<file path="src/rtl/vga_pkg.sv">
// Shared VGA 640x480 timing constants and colour-word layout for the frame scanner.
package vga_pkg;

    localparam logic [9:0] H_VISIBLE    = 10'd640;
    localparam logic [9:0] H_SYNC_START = 10'd656;
    localparam logic [9:0] H_SYNC_END   = 10'd752;

    localparam logic [9:0] V_VISIBLE    = 10'd480;
    localparam logic [9:0] V_SYNC_START = 10'd490;
    localparam logic [9:0] V_SYNC_END   = 10'd492;

    // CONFIG_COLOURS layout: foreground in the upper byte, background in the lower byte.
    localparam int unsigned COLOUR_W = 8;
    localparam int unsigned FG_LSB   = 8;
    localparam int unsigned BG_LSB   = 0;

    function automatic logic [COLOUR_W-1:0] pick_colour(input logic pix, input logic [15:0] cfg);
        return pix ? cfg[FG_LSB +: COLOUR_W] : cfg[BG_LSB +: COLOUR_W];
    endfunction

endpackage

</file>
<file path="src/rtl/vga_timing_gen.sv">
// Pixel-clock divider plus horizontal/vertical raster counters with region flags.
module vga_timing_gen
    import vga_pkg::*;
#(
    parameter int PIX_DIV = 4,
    parameter int H_TOTAL = 800,
    parameter int V_TOTAL = 525
) (
    input  logic       clk,
    input  logic       rst_n,
    output logic       tick,
    output logic [9:0] hcount,
    output logic [9:0] vcount,
    output logic       h_visible,
    output logic       v_visible,
    output logic       h_sync,
    output logic       v_sync
);

    localparam int DIV_W = (PIX_DIV > 1) ? $clog2(PIX_DIV) : 1;
    localparam logic [DIV_W-1:0] DIV_LAST = DIV_W'(PIX_DIV - 1);
    localparam logic [9:0] H_LAST = 10'(H_TOTAL - 1);
    localparam logic [9:0] V_LAST = 10'(V_TOTAL - 1);

    logic [DIV_W-1:0] div_q, div_d;
    logic [9:0]       h_q, h_d;
    logic [9:0]       v_q, v_d;

    assign tick = (div_q == DIV_LAST);

    always_comb begin
        div_d = div_q + 1'b1;
        h_d   = h_q;
        v_d   = v_q;
        if (tick) begin
            div_d = '0;
            if (h_q == H_LAST) begin
                h_d = '0;
                v_d = (v_q == V_LAST) ? 10'd0 : v_q + 10'd1;
            end else begin
                h_d = h_q + 10'd1;
            end
        end
    end

    always_ff @(posedge clk or negedge rst_n) begin
        if (!rst_n) begin
            div_q <= '0;
            h_q   <= '0;
            v_q   <= '0;
        end else begin
            div_q <= div_d;
            h_q   <= h_d;
            v_q   <= v_d;
        end
    end

    assign hcount    = h_q;
    assign vcount    = v_q;
    assign h_visible = (h_q < H_VISIBLE);
    assign v_visible = (v_q < V_VISIBLE);
    assign h_sync    = (h_q >= H_SYNC_START) && (h_q < H_SYNC_END);
    assign v_sync    = (v_q >= V_SYNC_START) && (v_q < V_SYNC_END);

endmodule

</file>
<file path="src/rtl/vga_frame_scanner.sv">
// Scans a 1-bit 256x128 frame buffer onto a 640x480 VGA raster with 4x4 pixel replication.
module vga_frame_scanner
    import vga_pkg::*;
#(
    parameter int PIX_DIV = 4,
    parameter int H_TOTAL = 800,
    parameter int V_TOTAL = 525
) (
    input  logic        CLK,
    input  logic        RESET_N,
    input  logic [15:0] CONFIG_COLOURS,
    input  logic        VGA_DATA,
    output logic [14:0] VGA_ADDR,
    output logic        VGA_HS,
    output logic        VGA_VS,
    output logic [7:0]  VGA_COLOUR,
    output logic        VBLANK_START
);

    localparam logic [9:0] H_LAST      = 10'(H_TOTAL - 1);
    localparam logic [9:0] V_LAST_VIS  = V_VISIBLE - 10'd1;

    logic       tick;
    logic [9:0] hcount, vcount;
    logic       h_visible, v_visible, h_sync, v_sync;

    vga_timing_gen #(
        .PIX_DIV (PIX_DIV),
        .H_TOTAL (H_TOTAL),
        .V_TOTAL (V_TOTAL)
    ) u_timing (
        .clk       (CLK),
        .rst_n     (RESET_N),
        .tick      (tick),
        .hcount    (hcount),
        .vcount    (vcount),
        .h_visible (h_visible),
        .v_visible (v_visible),
        .h_sync    (h_sync),
        .v_sync    (v_sync)
    );

    // Address is held for a whole pixel period, so VGA_DATA is settled by the next tick.
    assign VGA_ADDR = {vcount[8:2], hcount[9:2]};

    logic       hs_q, hs_d;
    logic       vs_q, vs_d;
    logic [7:0] colour_q, colour_d;
    logic       vblank_q, vblank_d;

    always_comb begin
        hs_d     = hs_q;
        vs_d     = vs_q;
        colour_d = colour_q;
        vblank_d = 1'b0;
        if (tick) begin
            hs_d     = ~h_sync;
            vs_d     = ~v_sync;
            colour_d = (h_visible && v_visible) ? pick_colour(VGA_DATA, CONFIG_COLOURS) : 8'h00;
            // Counters move to (0, V_VISIBLE) on this same edge.
            vblank_d = (hcount == H_LAST) && (vcount == V_LAST_VIS);
        end
    end

    always_ff @(posedge CLK or negedge RESET_N) begin
        if (!RESET_N) begin
            hs_q     <= 1'b1;
            vs_q     <= 1'b1;
            colour_q <= 8'h00;
            vblank_q <= 1'b0;
        end else begin
            hs_q     <= hs_d;
            vs_q     <= vs_d;
            colour_q <= colour_d;
            vblank_q <= vblank_d;
        end
    end

    assign VGA_HS       = hs_q;
    assign VGA_VS       = vs_q;
    assign VGA_COLOUR   = colour_q;
    assign VBLANK_START = vblank_q;

endmodule

</file>
<file path="config.mk">
export PLATFORM = sky130hd
export DESIGN_NAME = vga_frame_scanner
export DESIGN_NICKNAME = d
export VERILOG_FILES = /design/src/rtl/vga_pkg.sv /design/src/rtl/vga_timing_gen.sv /design/src/rtl/vga_frame_scanner.sv
export SDC_FILE = /design/constraint.sdc
export NUM_CORES = 1
export LEC_CHECK = 0
export ABC_AREA = 1
export ABC_CLOCK_PERIOD_IN_PS = 1400
export CORE_ASPECT_RATIO = 0.75
export CORE_MARGIN = 1
export CORE_UTILIZATION = 45
export CTS_CLUSTER_DIAMETER = 100
export DETAILED_ROUTE_END_ITERATION = 8
export PLACE_DENSITY = 0.82
export SLEW_MARGIN = 20
export SYNTH_ARGS = -nofsm -noshare
export SYNTH_HDL_FRONTEND = slang
export SYNTH_SLANG_ARGS = --single-unit
</file>
<file path="constraint.sdc">
create_clock -name CLK -period 1.4 [get_ports CLK]
set_clock_uncertainty 0.1 [all_clocks]
set_input_delay 0.42 -clock CLK [delete_from_list [all_inputs] [get_ports CLK]]
set_output_delay 0.42 -clock CLK [all_outputs]
set_load 0.005 [all_outputs]
</file>
==> flow_summary.yaml <==
status:
  status: "finished with violations"
  violations: "negative setup slack"
grt:
  overflow: 0
  grt_util_met3: 0.0769
  grt_use_met1: 0.298
  grt_max_degree: 34
  antenna_found_initial: 0
  gr-usage-all-layers: 0.266
  grt_pass1_wl_mm: 9.12
  grt.busiest_layer: "met2"
  grt_pass1_vias: 2017
  grtUsageMet2: 0.465
setup_path:
  worst-setup-path-type: "register to register"
  reg2reg_slack_ps: -180
  arrival_ps: 1650
  startpoint_type: "register"
  crit_fanout: 8
  r2r_start: "u_timing.hcount[5]"
  reg2reg_to: "u_timing.vcount[5]"
  crit_required_ps: 1470
  ff2ff_path_depth: 8
  worst_setup_path_end_kind: "register"
finish:
  stdcell_area_mm2: 0.00332
  fin_cells: 412
  postLayoutCoreUtil: 0.809
  regArea_um2: 831
  nNetsFinal: 381
  mostFrequentLayoutCells: "buf_4, nand2_1, dfrtp_1"
  fillers: 235
  multiInputGateArea_mm2: 0.00118
  antennaDiodeCount: 0
  layout_commonest_cell: "buf_4"
  drive_gt1_frac: 0.538
  area_delta_synth_final_pct: 70.2
timing:
  finalCritPeriodShare: 1.13
  setup_viol: 30
  fin_ws_ps: -179
  min_period_ps: 1580
  worst_slew_pin_slew_ps: 296
  hold_viol: 0
  max_slew_margin: 0.801
  max_freq_ghz: 0.633
  tns_ps: -2400
  final_max_slew_viol_count: 0
  rsz0062_at_grt: "true"
clock_network:
  clockRootBuffer: "clkbuf_8"
  cts_tree: "built"
  htreeDepth: 2
  clockBufferDepth: 2
  numCtsBuffers: 5
  cts.clk_slew.worst_paths_ps: 70
  insertion_delay_ps: 290
  cts_sinks: 33
  cts_hold_buf: 0
synth:
  synth_fa_ha_area_frac: 0.0321
  synth_top_family_by_area: "simple AND/OR/NAND/NOR gates"
  postSynthAreaPerCell_um2: 7.74
  synth_mux_area_frac: 0
  syn-instance-count: 252
  synth-xor-area-share: 0.0180
  ys_ff_latch: 33
  syn-num-nets: 276
  ys_warn_count: 0
  synth_seq_area_share: 0.425
  synth-compound-area-share: 0.0969
  synth_cell_types: 28
  netlist_area_mm2: 0.00195
  synth-simple-area-share: 0.292
drt:
  detail_route.vias_per_cell: 5.46
  avgRoutedWirePerCell_um: 18.0
  drc: 0
  ant_nets: 0
  wirelength_mm: 7.43
  drt-pass1-iter-count: 5
  vias: 2248
  drt_iter0_drc: 186
floorplan:
  pin_count: 45
  die_w_um: 78.0
  core_mm2: 0.00410
  die_area_mm2: 0.00460
  std_cell_rows: 20
  die_h_um: 59.0
  start_util: 0.475
power:
  peakVddDrop_mv: 0.453
  power.leakage_uw: 0.00158
  p_per_area_mw_per_mm2: 603
job:
  max_cap_viol_count: 0
min_path:
  min_path_type: "input pin to asynchronous set/reset pin"
placement:
  place_area_mm2: 0.00263
  dp_cells: 370
  gp_congestion: 0.915
  numPortBuffers: 44
  post-dp-hpwl_mm: 3.40
==> stage by stage <==
stage	hold slack, ps	setup WS, ps	power, uW
global placement	321	-160	1140
floorplan	24.4	29.0	1020
CTS	395	-55.9	2000
finish	391	-179	2000
global route	399	-230	2060
detailed placement	332	-206	1140
==> cells by family after synthesis <==
kind of cell	after synthesis
adders and majority gates	5
DFF	33
xor gates and xnor gates	4
buffers and inverters	51
and+or+nand+nor	126
AOI/OAI and AO/OA	33
==> worst max-delay path, cell delays in order (launching register included) <==
cell and delay, ps:
dfrtp_1 380, buf_6 130, inv_4 50, nand2_4 50
nor3_4 250, nand4_4 170, buf_12 190, nand2_2 80
o21ai_2 60
==> power breakdown <==
group          switching [uW]  internal, uW
clock network             359           517
logic                    58.9          84.5
registers                9.94           971
total                     428          1570
==> cells in the mapped netlist (all sizes together) <==
cell type | n | area share
buf | 18 | 0.072
xor2 | 3 | 0.013
o22ai | 1 | 0.0032
dfstp | 2 | 0.027
or2 | 2 | 0.0064
inv | 31 | 0.060
nand3 | 17 | 0.046
nor3b | 1 | 0.0039
clkbuf | 2 | 0.0051
nand2 | 49 | 0.094
ha | 5 | 0.032
nor2 | 44 | 0.094
a21oi | 5 | 0.013
dfrtp | 31 | 0.40
nand4 | 6 | 0.027
xnor2 | 1 | 0.0045
nor3 | 7 | 0.021
o21ai | 27 | 0.081
==> worst max path at each step <==
stage	startpoint	endpoint	slack, ps	cells past startpoint
final	u_timing.hcount[5]	u_timing.vcount[5]	-180	8
after CTS	VGA_VS	VGA_VS	-60	1
after detailed placement	VGA_DATA	VGA_COLOUR[3]	-210	6
after floorplan	u_timing.hcount[0]	u_timing.vcount[5]	30	7
after global routing	u_timing.hcount[5]	u_timing.vcount[5]	-230	8
after global placement	VGA_DATA	VGA_COLOUR[0]	-160	6
==> final cells by class <==
class,instances,area share
Inverter,31,0.0418
Clock buffer,5,0.0207
Timing Repair inverter,1,0.00264
Sequential cell,33,0.250
Tap cell,55,0.0207
Timing Repair Buffer,117,0.297
Multi-Input combinational cell,168,0.357
Clock inverter,2,0.0106
==> per-layer routing <==
layer	up-vias	routed length, um
met5	-	0
li1	997	-
met1	1084	2870
met4	0	334
met2	126	3700
met3	41	530
==> flip-flops by register name, summed over array words and instances, names as in the netlist <==
signal,count
VGA_VS,1
VGA_COLOUR,8
VGA_HS,1
u_timing.div_q,2
u_timing.vcount,10
u_timing.hcount,10
VBLANK_START,1
==> what timing repair did <==
item | 4_1_cts | 5_1_grt
setup endpoints to repair | 53 | 47
pin swaps | 17 | 25
resized for setup | 125 | 98
cloned | 0 | 2
setup buffers | 24 | 12
endpoints found under the hold margin | 0 | 0
No activity file was read; power rests on OpenSTA's default activity.
